File: src/rtl/forward_hazard_unit.sv
// Forwarding and load-use hazard unit for an in-order pipeline.
// It keeps a shadow of the destination info for the stages from EX onward
// and the EX source operands. It also counts stall cycles and forwarding cycles.
// Ports:
//   clk_i, rst_i            rising-edge clock, synchronous active-high reset
//   id_valid_i              an instruction is present in ID
//   id_src_addr_i           ID source addresses; source j sits at [j*ADDR_W +: ADDR_W]
//   id_src_used_i           per-source read enable
//   id_rd_addr_i            ID destination register
//   id_regwrite_i           the ID instruction writes rd
//   id_memread_i            the ID instruction is a load
//   flush_i                 kill the instruction entering EX
//   stall_o                 hold IF/ID and insert a bubble (combinational)
//   ex_fwd_sel_o            per EX source forward select; 0 = register file, k = stage k
//   stall_cnt_o, fwd_cnt_o  saturating statistic counters
module forward_hazard_unit #(
   parameter int unsigned ADDR_W   = 5,
   parameter int unsigned NUM_SRC  = 2,
   parameter int unsigned DEPTH    = 3,
   parameter int unsigned LOAD_LAT = 1,
   parameter int unsigned CNT_W    = 16,
   localparam int unsigned SEL_W   = $clog2(DEPTH)
) (
   input  logic                        clk_i,
   input  logic                        rst_i,
   input  logic                        id_valid_i,
   input  logic [NUM_SRC*ADDR_W-1:0]   id_src_addr_i,
   input  logic [NUM_SRC-1:0]          id_src_used_i,
   input  logic [ADDR_W-1:0]           id_rd_addr_i,
   input  logic                        id_regwrite_i,
   input  logic                        id_memread_i,
   input  logic                        flush_i,
   output logic                        stall_o,
   output logic [NUM_SRC*SEL_W-1:0]    ex_fwd_sel_o,
   output logic [CNT_W-1:0]            stall_cnt_o,
   output logic [CNT_W-1:0]            fwd_cnt_o
);

   typedef struct packed {
      logic              valid;
      logic [ADDR_W-1:0] rd;
      logic              regwrite;
      logic              memread;
   } entry_t;

   entry_t [DEPTH-1:0]              pipe_q, pipe_d;
   logic   [NUM_SRC-1:0][ADDR_W-1:0] ex_addr_q, ex_addr_d;
   logic   [NUM_SRC-1:0]            ex_used_q, ex_used_d;
   logic   [CNT_W-1:0]              stall_cnt_q, stall_cnt_d;
   logic   [CNT_W-1:0]              fwd_cnt_q, fwd_cnt_d;

   logic                            stall_c;
   logic                            issue_c;
   logic   [NUM_SRC*SEL_W-1:0]      fwd_sel_c;

   // An entry produces a value for address a. Register 0 never matches.
   function automatic logic is_writer(input entry_t e, input logic [ADDR_W-1:0] a);
      return e.valid && e.regwrite && (e.rd == a) && (a != '0);
   endfunction

   // The youngest writer decides the hazard, so an older load that is shadowed by a
   // younger ALU write to the same register does not stall. The scan runs from the
   // oldest stage to the youngest, so the youngest writer is the last to assign.
   function automatic logic load_use(input entry_t [DEPTH-1:0] p,
                                     input logic [ADDR_W-1:0] a);
      logic hz;
      hz = 1'b0;
      for (int k = int'(DEPTH) - 1; k >= 0; k--) begin
         if (is_writer(p[k], a)) hz = p[k].memread && (k < int'(LOAD_LAT));
      end
      return hz;
   endfunction

   // Load-use detection against the ID operands. A flush suppresses the stall.
   always_comb begin
      stall_c = 1'b0;
      if (id_valid_i && !flush_i) begin
         for (int j = 0; j < int'(NUM_SRC); j++) begin
            if (id_src_used_i[j] && load_use(pipe_q, id_src_addr_i[j*ADDR_W +: ADDR_W]))
               stall_c = 1'b1;
         end
      end
   end

   // Forward select: the nearest writer past EX wins. The scan goes downward so the
   // smallest stage index is the last to assign.
   always_comb begin
      fwd_sel_c = '0;
      for (int j = 0; j < int'(NUM_SRC); j++) begin
         if (ex_used_q[j]) begin
            for (int k = int'(DEPTH) - 1; k >= 1; k--) begin
               if (is_writer(pipe_q[k], ex_addr_q[j]))
                  fwd_sel_c[j*SEL_W +: SEL_W] = SEL_W'(k);
            end
         end
      end
   end

   // Next state: the shadow pipeline shifts every cycle and a bubble enters on stall or flush.
   always_comb begin
      issue_c            = id_valid_i && !stall_c && !flush_i;
      pipe_d[0].valid    = issue_c;
      pipe_d[0].rd       = id_rd_addr_i;
      pipe_d[0].regwrite = id_regwrite_i;
      pipe_d[0].memread  = id_memread_i;
      for (int k = 1; k < int'(DEPTH); k++) pipe_d[k] = pipe_q[k-1];
      for (int j = 0; j < int'(NUM_SRC); j++) ex_addr_d[j] = id_src_addr_i[j*ADDR_W +: ADDR_W];
      ex_used_d   = issue_c ? id_src_used_i : '0;
      stall_cnt_d = stall_cnt_q;
      if (stall_c && (stall_cnt_q != '1)) stall_cnt_d = stall_cnt_q + CNT_W'(1);
      fwd_cnt_d   = fwd_cnt_q;
      if ((|fwd_sel_c) && (fwd_cnt_q != '1)) fwd_cnt_d = fwd_cnt_q + CNT_W'(1);
   end

   always_ff @(posedge clk_i) begin
      if (rst_i) begin
         pipe_q      <= '0;
         ex_addr_q   <= '0;
         ex_used_q   <= '0;
         stall_cnt_q <= '0;
         fwd_cnt_q   <= '0;
      end else begin
         pipe_q      <= pipe_d;
         ex_addr_q   <= ex_addr_d;
         ex_used_q   <= ex_used_d;
         stall_cnt_q <= stall_cnt_d;
         fwd_cnt_q   <= fwd_cnt_d;
      end
   end

   assign stall_o      = stall_c;
   assign ex_fwd_sel_o = fwd_sel_c;
   assign stall_cnt_o  = stall_cnt_q;
   assign fwd_cnt_o    = fwd_cnt_q;

endmodule

File: config.mk
export PLATFORM = sky130hd
export DESIGN_NAME = forward_hazard_unit
export DESIGN_NICKNAME = d
export VERILOG_FILES = /design/src/rtl/forward_hazard_unit.sv
export SDC_FILE = /design/constraint.sdc
export NUM_CORES = 1
export LEC_CHECK = 0
export ABC_CLOCK_PERIOD_IN_PS = 2750
export CAP_MARGIN = 20
export CORE_MARGIN = 2
export CORE_UTILIZATION = 52
export CTS_CLUSTER_DIAMETER = 80
export DETAILED_ROUTE_END_ITERATION = 12
export PLACE_DENSITY_LB_ADDON = 0.12
export RECOVER_POWER = 50
export SLEW_MARGIN = 20
export SYNTH_ARGS = -nofsm -noshare
export SYNTH_HDL_FRONTEND = slang
export SYNTH_SLANG_ARGS = --single-unit
File: constraint.sdc
create_clock -name clk_i -period 2.75 [get_ports clk_i]
set_clock_uncertainty 0.2 [all_clocks]
set_input_delay 0.275 -clock clk_i [delete_from_list [all_inputs] [get_ports clk_i]]
set_output_delay 0.275 -clock clk_i [all_outputs]
set_load 0.01 [all_outputs]
[Yosys cells after proc, flatten, opt, wreduce, memory -nomap -nowiden]
Cells that the tools add are included.
Storage, ports and cells
  register bits after elaboration: 66
  input bits: 23
  output and inout port bits: 37
  logic and storage cells: 69
Operators by class
  add/sub/neg operators: 2
  eq/ne operators: 8
  multiplexer cells: 13
  bitwise gates (word level): 1
  reduce and logical (&&, ||, !) cells: 30
Operators with widths (count)
  adder 16 x 1 -> 16 bit, second input constant: 2
  != test 16 bit, second input constant: 2
  equality test 5 bit: 6
  logical AND 1 bit: 22
  nonzero test 5 bit: 4
  2-to-1 mux 2 bit: 6
  2-to-1 mux 1 bit: 7
  OR reduction 4 bit: 1
  logical NOT 1 bit: 2
  OR reduction 2 bit: 1
  NOT 1 bit: 1

[Depth between registers and ports, before layout]
Gate-level depths: netlist of the first run.
  depth after elaboration: 14
  gate-level depth with buffers: 9
  depth with buffers taken out: 7

[Worst setup path before layout of the first run]
OpenSTA, ideal clock, no wires.
  path type: reg2reg
  start: register ex_addr_q[5] (netlist name)
  end: register fwd_cnt_q[14], in the netlist fwd_cnt_o[14]
  library setup time: 121 ps
  arrival: 2100 ps
  required time: 2429 ps
  path slack: 329 ps
  cell stages (with the launch flop): 8
  path buffers: 1
  clock period less this slack: 2421 ps
  cell sequence: dfxtp_1 > xor2_1 > nor4_1 > a2111oi_2 > nor4_4 > buf_6 > nor4_2 > mux2_4
Between the ends
  word-level cells in the longest chain between the ends: 8
  elaborated cells between the ends (all ways): 12
  classes of those cells: 2 x eq/ne; 3 x mux; 7 x reduce/logical
RTL lines
  from (decl): line 47  | logic [NUM_SRC-1:0][ADDR_W-1:0] ex_addr_q, ex_addr_d;
  from (signal assigned): line 124  | ex_addr_q <= ex_addr_d;
  equality test 5 bit: line 58  | return e.valid && e.regwrite && (e.rd == a) && (a != '0);
  logical AND 1 bit (2 in series): line 58
  2-to-1 mux 2 bit: line 92  | if (is_writer(pipe_q[k], ex_addr_q[j]))
  2-to-1 mux 2 bit (*): line 92
  2-to-1 mux 2 bit (*): line 90  | if (ex_used_q[j]) begin
  named net ex_fwd_sel_o[3]: line 34  | output logic [NUM_SRC*SEL_W-1:0] ex_fwd_sel_o,
  OR reduction 4 bit (*): line 112  | if ((|fwd_sel_c) && (fwd_cnt_q != '1)) fwd_cnt_d = fwd_cnt_q + CNT_W'(1);
  logical AND 1 bit (*): line 112
  to (signal assigned): line 127  | fwd_cnt_q <= fwd_cnt_d;
  to (decl): line 50  | logic [CNT_W-1:0] fwd_cnt_q, fwd_cnt_d;
Mark *: on every way through the listed nets, which the timed path passes. The rest lies on a longest branch.
A chain may end at the register's enable or synchronous reset.

[Final worst setup path of the first run]
  start: register ex_addr_q[4] (netlist name)
  end: output ex_fwd_sel_o[1]
Between the ends
  word-level cells in the longest chain between the ends: 6
  elaborated cells between the ends (all ways): 10
  classes of those cells: 2 x eq/ne; 3 x mux; 5 x reduce/logical
RTL lines (line)
  equality test 5 bit: 58
  logical AND 1 bit (2 in series): 58
  2-to-1 mux 2 bit: 92
  2-to-1 mux 2 bit (*): 92
  2-to-1 mux 2 bit (*): 90
  to (decl): 34
Every way passes the cells marked *; elsewhere a longest branch is shown, timed or not.

==> results of run 1 <==
## synth_stat cells, types with 7 or more instances
| library cell | number |
|---|---|
| nor2_1 | 22 |
| xnor2_1 | 18 |
| clkbuf_1 | 13 |
| dfxtp_1 | 66 |
| or4_1 | 11 |
| nor4_1 | 7 |
| xor2_1 | 10 |
| a21oi_1 | 15 |
| inv_1 | 10 |
| nor2b_1 | 38 |
| nand2_1 | 21 |
| nand3_1 | 19 |
| o41ai_1 | 9 |
| nand4_1 | 7 |
| o31ai_1 | 7 |
## where the power goes
part	switching, mW	internal, mW
Clock	0.376	0.694
Combinational	0.0580	0.0675
Sequential	0.0222	0.977
## per-layer routing
| layer | part of all wire, % | up-vias | GRT usage, % |
|---|---|---|---|
| met1 | 48 | 1250 | 28.01 |
| met4 | 1.2 | 0 | 7.500 |
| met2 | 48 | 52 | 34.80 |
| li1 | - | 1352 | - |
| met5 | 0 | - | 0 |
| met3 | 3.3 | 7 | 5.055 |
## area by class of cell
cell class	count	area [sq um]	area share (%)
Tap cell	75	93.84	2.296
Timing Repair Buffer	65	646.9	15.82
Inverter	10	37.54	0.9183
Multi-Input combinational cell	251	1723	42.15
Sequential cell	66	1321	32.32
Clock buffer	9	123.9	3.030
Clock inverter	7	141.4	3.459
## registers in the layout (all words and copies together), names as in the netlist
signal and count:
pipe_d 15, ex_used_q 2, pipe_q 7, fwd_cnt_o 16, ex_addr_q 10, stall_cnt_o 16
## stage by stage
stage | TNS [ns] | area (sq um) | cells | setup WS (ns) | utilization, %
floorplan | 0 | 3144 | 344 | 0.3287 | -
global placement | 0 | 3812 | 467 | 0.07283 | 64.77
detailed placement | 0 | 3812 | 467 | 0.02474 | 64.77
CTS | 0 | 4078 | 483 | 0.009855 | 69.28
global route | -0.02016 | 4088 | 483 | -0.02016 | 69.45
finish | 0 | 4088 | 483 | 0.06646 | 69.45
## worst max path at each step
stage | from | endpoint | slack, ns | cells past startpoint
finish | ex_addr_q[4]$_SDFF_PP0_ | ex_fwd_sel_o[1] | 0.07 | 4
global route | ex_addr_q[4]$_SDFF_PP0_ | ex_fwd_sel_o[1] | -0.02 | 4
CTS | pipe_d[22]$_SDFF_PP0_ | ex_fwd_sel_o[2] | 0.01 | 4
detailed placement | id_src_addr_i[7] | stall_cnt_o[9]$_SDFFE_PP0P_ | 0.02 | 8
global placement | id_src_addr_i[1] | stall_cnt_o[9]$_SDFFE_PP0P_ | 0.07 | 8
floorplan | ex_addr_q[5]$_SDFF_PP0_ | fwd_cnt_o[14]$_SDFFE_PP0P_ | 0.33 | 7
## worst max-delay path, stage by stage, from the launching register on
cell and delay, ns:
dfxtp_1 0.39, xor2_1 0.18, nor4_1 0.09, a2111oi_2 0.56, clkdlybuf4s50_1 0.64
## cells by family (layout without fill, tap and decap cells)
group	after synthesis	in the layout
compound gates	51	51
mux	11	11
fa+ha+maj	2	2
buf+inv	27	91
flops	66	66
xor+xnor	28	28
simple gates	159	159
==> summary.txt, run 1 <==
max-slew violations = 0
post-synthesis cell type count = 47
Final period util = 97.58%
vias in the first global route = 2371
Port Buffer Count = 59
hold buffer count at CTS = 0
Worst Min Path Start = pipe_d[17]$_SDFF_PP0_
XOR/XNOR share of the synthesized area = 7.799%
via count = 2661
Die X = 81.76 um
status = finished clean
RD Place Congestion = 0.7860
antenna cells = 0
top cells by area, synth = dfxtp_1 42%, nor2b_1 7.6%, xnor2_1 5.0%
Worst Hold Endpoint = pipe_q[17]$_SDFF_PP0_
Post-Synthesis Cell Area = 3144 sq um
register area share after synthesis = 42.02%
cell taking the most area after synthesis = dfxtp_1
pin count of the biggest net entering global routing = 29
most common cell after layout, fill and taps aside = dfxtp_1
Routed Antenna Nets = 0
CTS tree = done
register bit total from synthesis = 66
num ports = 60
post-CTS setup buffers = 0
Synth Instances = 344
Initial Utilization = 53.42%
total grt overflow = 0
clk buf depth = 2
DP HPWL = 4971 um
worst min path class = reg2reg
Synth Net Count = 369
crit-path max FO = 3
Die H = 81.76 um
Async S/R FF share, synth = 0%
WP data required = 2.28 ns
fill count = 479
row cnt = 28
Initial DRC Count = 136
Die Area = 6685 sq um
clk_lat worst skew = 0.34 ns
Synthesis Warnings = 0
initial antenna violation count = 0
Leakage = 1.467 nW
final WL = 6942 um
share of layout cells above drive strength 1 = 10.78%
cts bufs inserted = 9
post-synthesis mux area share = 4.377%
Final Hold Vio Count = 0
WS Path Type = reg2out
Routed wire per std cell = 14.37 um
crit end category = output pin
area fraction in and, or, nand and nor cells after synthesis = 29.37%
fmax = 0.3726 GHz
largest family of logic cells by synthesized area = simple AND/OR/NAND/NOR gates
first-pass GRT wire length = 11070 um
ys flop type = dfxtp_1
Min Hold Slack = 0.2722 ns
Clock Tree Root = clkbuf_8
Max-cap violations = 0
average size of a mapped cell = 9.140 sq um
commonest cells after routing, fill and taps aside = 66 x dfxtp_1, 38 x nor2b_1, 34 x clkdlybuf4s50_1, 24 x dlygate4sd3_1, 22 x nor2_1
Worst Setup Start Kind = register
DRC Markers = 0
Nets = 428
CTS Sinks = 66
DRT Pass-1 Iters = 5
post-synthesis compound-gate area fraction = 11.86%
hold depth = 1
number of synthesized flops with an enable pin = 0
min Tclk post-route = 2.684 ns
post_cts resized = 0
clock transition at the registers of the reported paths = 0.08 ns
global-route usage over all layers = 21.48%
FF-to-FF Start = ex_addr_q[6]$_SDFF_PP0_
area grow syn2layout = 30.00%
Worst Path Arrival = 2.21 ns
H-tree depth = 3
PD cells = 536.7 nW/um^2
R2R Setup Slk = 0.21 ns
maximum VDD drop = 0.3373 mV
Slew Limit Headroom = 23.62%
Slew @ Worst Pin = 1.146 ns
top cell type's share of synthesized area = 42.02%
Synth Area in Adders = 0.7959%
Placeable Area = 5886 sq um
vias per cell = 5.509
setup violators final = 0
r2r endpoint = fwd_cnt_o[11]$_SDFFE_PP0P_
reg2reg path depth = 7
PnR Total Power = 2.194 mW
(Power assumes the default switching activity.)
==> run 2, diff against run 1 <==
--- a/constraint.sdc
+++ b/constraint.sdc
@@ -3,3 +3,3 @@
 set_input_delay 0.275 -clock clk_i [delete_from_list [all_inputs] [get_ports clk_i]]
 set_output_delay 0.275 -clock clk_i [all_outputs]
-set_load 0.01 [all_outputs]
+set_load 0.1 [all_outputs]
==> run 2 against run 1 <==
  * Cell count increased by 0.62%
  * Clock-buffer cell count increased by 1
  * Sequential share of layout area increased by 1.3 points
  * Setup slack improved by 0.13 ns
  * Register-to-register slack improved by 0.02 ns
  * Core utilization decreased by 1.8 points
  * Clock power decreased by 23%
  * Hold slack got worse by 0.0070 ns
  * Critical endpoint is now stall_o
==> summary.txt, run 2 (same netlist as run 1, synthesis figures left out) <==
placed cell area = 3857 sq um (+1.2%)
R2R Setup Slk = 0.23 ns (+0.02 ns)
DP HPWL = 5046 um (+1.5%)
Routed Antenna Nets = 0 (unchanged)
crit-path max cell delay = 0.48 ns (-0.16 ns)
setup violators final = 0 (unchanged)
commonest cells after routing, fill and taps aside = 52 x dfxtp_1, 38 x nor2b_1, 22 x nor2_1, 22 x clkbuf_1, 21 x nand2_1
DRT Pass-1 Iters = 4 (-1)
Final Hold Vio Count = 0 (unchanged)
Port Buffer Count = 59 (unchanged)
Setup Slack @ Placement = -0.01380 ns (-0.03854 ns)
vias per cell = 5.502 (-0.13%)
Slew @ Worst Pin = 1.313 ns (+0.1670 ns)
Placeable Area = 5886 sq um (unchanged)
RD Place Congestion = 0.9281 (+18%)
Initial Utilization = 53.42% (unchanged)
antenna cells = 0 (unchanged)
crit end category = output pin
Clock Tree Root = clkbuf_8
Leakage = 1.405 nW (-4.2%)
first-pass GRT wire length = 11410 um (+3.1%)
Nets = 431 (+0.70%)
H-tree depth = 3 (unchanged)
Initial DRC Count = 139 (+2.2%)
min Tclk post-route = 2.550 ns (-0.1332 ns)
fill count = 510 (+6.5%)
Worst Min Path Start = pipe_d[17]$_SDFF_PP0_
clock transition at the registers of the reported paths = 0.07 ns (about the same)
WP data required = 2.28 ns (about the same)
final core utilization = 67.64% (-1.8 points)
WS Path Type = in2out
Die H = 81.76 um (unchanged)
cts bufs inserted = 9 (unchanged)
Routed wire per std cell = 13.87 um (-3.5%)
num ports = 60 (unchanged)
Slowest-stage cell, CP = clkdlybuf4s50_1
CTS Sinks = 66 (unchanged)
max-slew violations = 0 (unchanged)
reg2reg path depth = 7 (unchanged)
area grow syn2layout = 26.62%
CP Cell Sequence = clkdlybuf4s50_1 > o41ai_1 > a211o_1 > a21o_1 > inv_1 > buf_12
clk buf depth = 2 (unchanged)
DRC Markers = 0 (unchanged)
hold buffer count at CTS = 0 (unchanged)
clk_lat worst skew = 0.35 ns (about the same)
fmax = 0.3921 GHz (+5.2%)
post_cts resized = 0 (unchanged)
Worst Setup Start Kind = input port
TNS Setup = 0 ns (unchanged)
status = finished clean
Worst Path Arrival = 2.08 ns (-0.13 ns)
Worst Hold Endpoint = pipe_q[17]$_SDFF_PP0_
total grt overflow = 0 (unchanged)
Slew Limit Headroom = 12.49% (-11 points)
worst min path class = reg2reg
global-route usage over all layers = 22.14% (+0.66 points)
most common cell after layout, fill and taps aside = dfxtp_1
via count = 2674 (+0.49%)
PD cells = 490.1 nW/um^2 (-8.7%)
crit-path max FO = 15 (+12)
post-CTS setup buffers = 0 (unchanged)
final WL = 6740 um (-2.9%)
Die X = 81.76 um (unchanged)
Final Cell Area = 3981 sq um (-2.6%)
pin count of the biggest net entering global routing = 33 (+14%)
FF-to-FF Start = ex_addr_q[1]$_SDFF_PP0_
Max-cap violations = 0 (unchanged)
share of layout cells above drive strength 1 = 19.46% (+8.7 points)
row cnt = 28 (unchanged)
post-route setup slack = 0.1996 ns (+0.1332 ns)
hold depth = 1 (unchanged)
CTS tree = done
RSZ-0062 raised after global routing = false
delay-heaviest family, CP = compound AO/OA/AOI/OAI gates
Crit path buffers/inverters = 3 (+2)
vias in the first global route = 2434 (+2.7%)
maximum VDD drop = 0.2607 mV (-23%)
Die Area = 6685 sq um (unchanged)
initial antenna violation count = 0 (unchanged)
Final period util = 92.74% (-4.8 points)
r2r endpoint = fwd_cnt_o[11]$_SDFFE_PP0P_
-- run 2: cell types whose count changed in the layout (fill, tap and decap cells not counted), sizes merged --
cell and change:
clkdlybuf4s50 -20, bufinv -3, clkbuf +20, dlygate4sd3 -17, buf +21, clkinvlp +2
-- run 2: cell type report --
| cell class | count | area (sq um) | share of cell area (%) |
|---|---|---|---|
| clock buffer | 10 | 137.6 | 3.457 |
| clock inverter | 6 | 66.31 | 1.666 |
| inverter | 10 | 37.54 | 0.9428 |
| multi-input combinational | 251 | 1752 | 44.00 |
| sequential | 66 | 1339 | 33.63 |
| tap | 75 | 93.84 | 2.357 |
| timing repair buffer | 68 | 555.5 | 13.95 |
-- run 2: layer usage --
layer,global-route usage (%),up-vias,part of all wire (%)
li1,-,1354,-
met1,30.25,1250,48
met2,33.17,61,46
met3,6.484,9,4.3
met4,8.000,0,1.1
met5,0,-,0
-- run 2: worst max-delay path by stage --
stage / from / end / slack (ns) / depth (start not counted)
3_3_place_gp: id_src_addr_i[1] / stall_cnt_o[10]$_SDFFE_PP0P_ / 0.01 / 8
6_report: id_src_addr_i[5] / stall_o / 0.20 / 6
5_1_grt: id_src_addr_i[5] / stall_o / 0.02 / 6
2_1_floorplan: ex_addr_q[0]$_SDFF_PP0_ / fwd_cnt_o[2]$_SDFFE_PP0P_ / -0.28 / 8
4_1_cts: id_src_addr_i[5] / stall_o / 0.17 / 6
3_5_place_dp: id_src_addr_i[1] / stall_cnt_o[8]$_SDFFE_PP0P_ / -0.01 / 8
-- run 2: worst register-to-register path: stages, from the launching register on --
cell     delay (ns)
dfxtp_2        0.35
or4_1          0.53
nor2_2         0.17
and4b_4        0.25
nor4_4         0.32
buf_12         0.21
nor4_1         0.07
mux2_1         0.31
-- run 2: where the power goes --
group          total [mW]  switching, mW  internal (mW)
Sequential           1.00         0.0228          0.978
Clock               0.822          0.379          0.442
Combinational       0.129         0.0581         0.0706
Total                1.95          0.460           1.49
-- run 2: per-stage QoR --
step / hold WS, ns / power, mW / instances
after CTS: 0.1190 / 1.979 / 486
after global routing: 0.2875 / 2.029 / 486
after floorplan: 0.1819 / 1.096 / 344
after detailed placement: 0.2510 / 1.155 / 470
final: 0.2652 / 1.951 / 486
after global placement: 0.2528 / 1.152 / 470
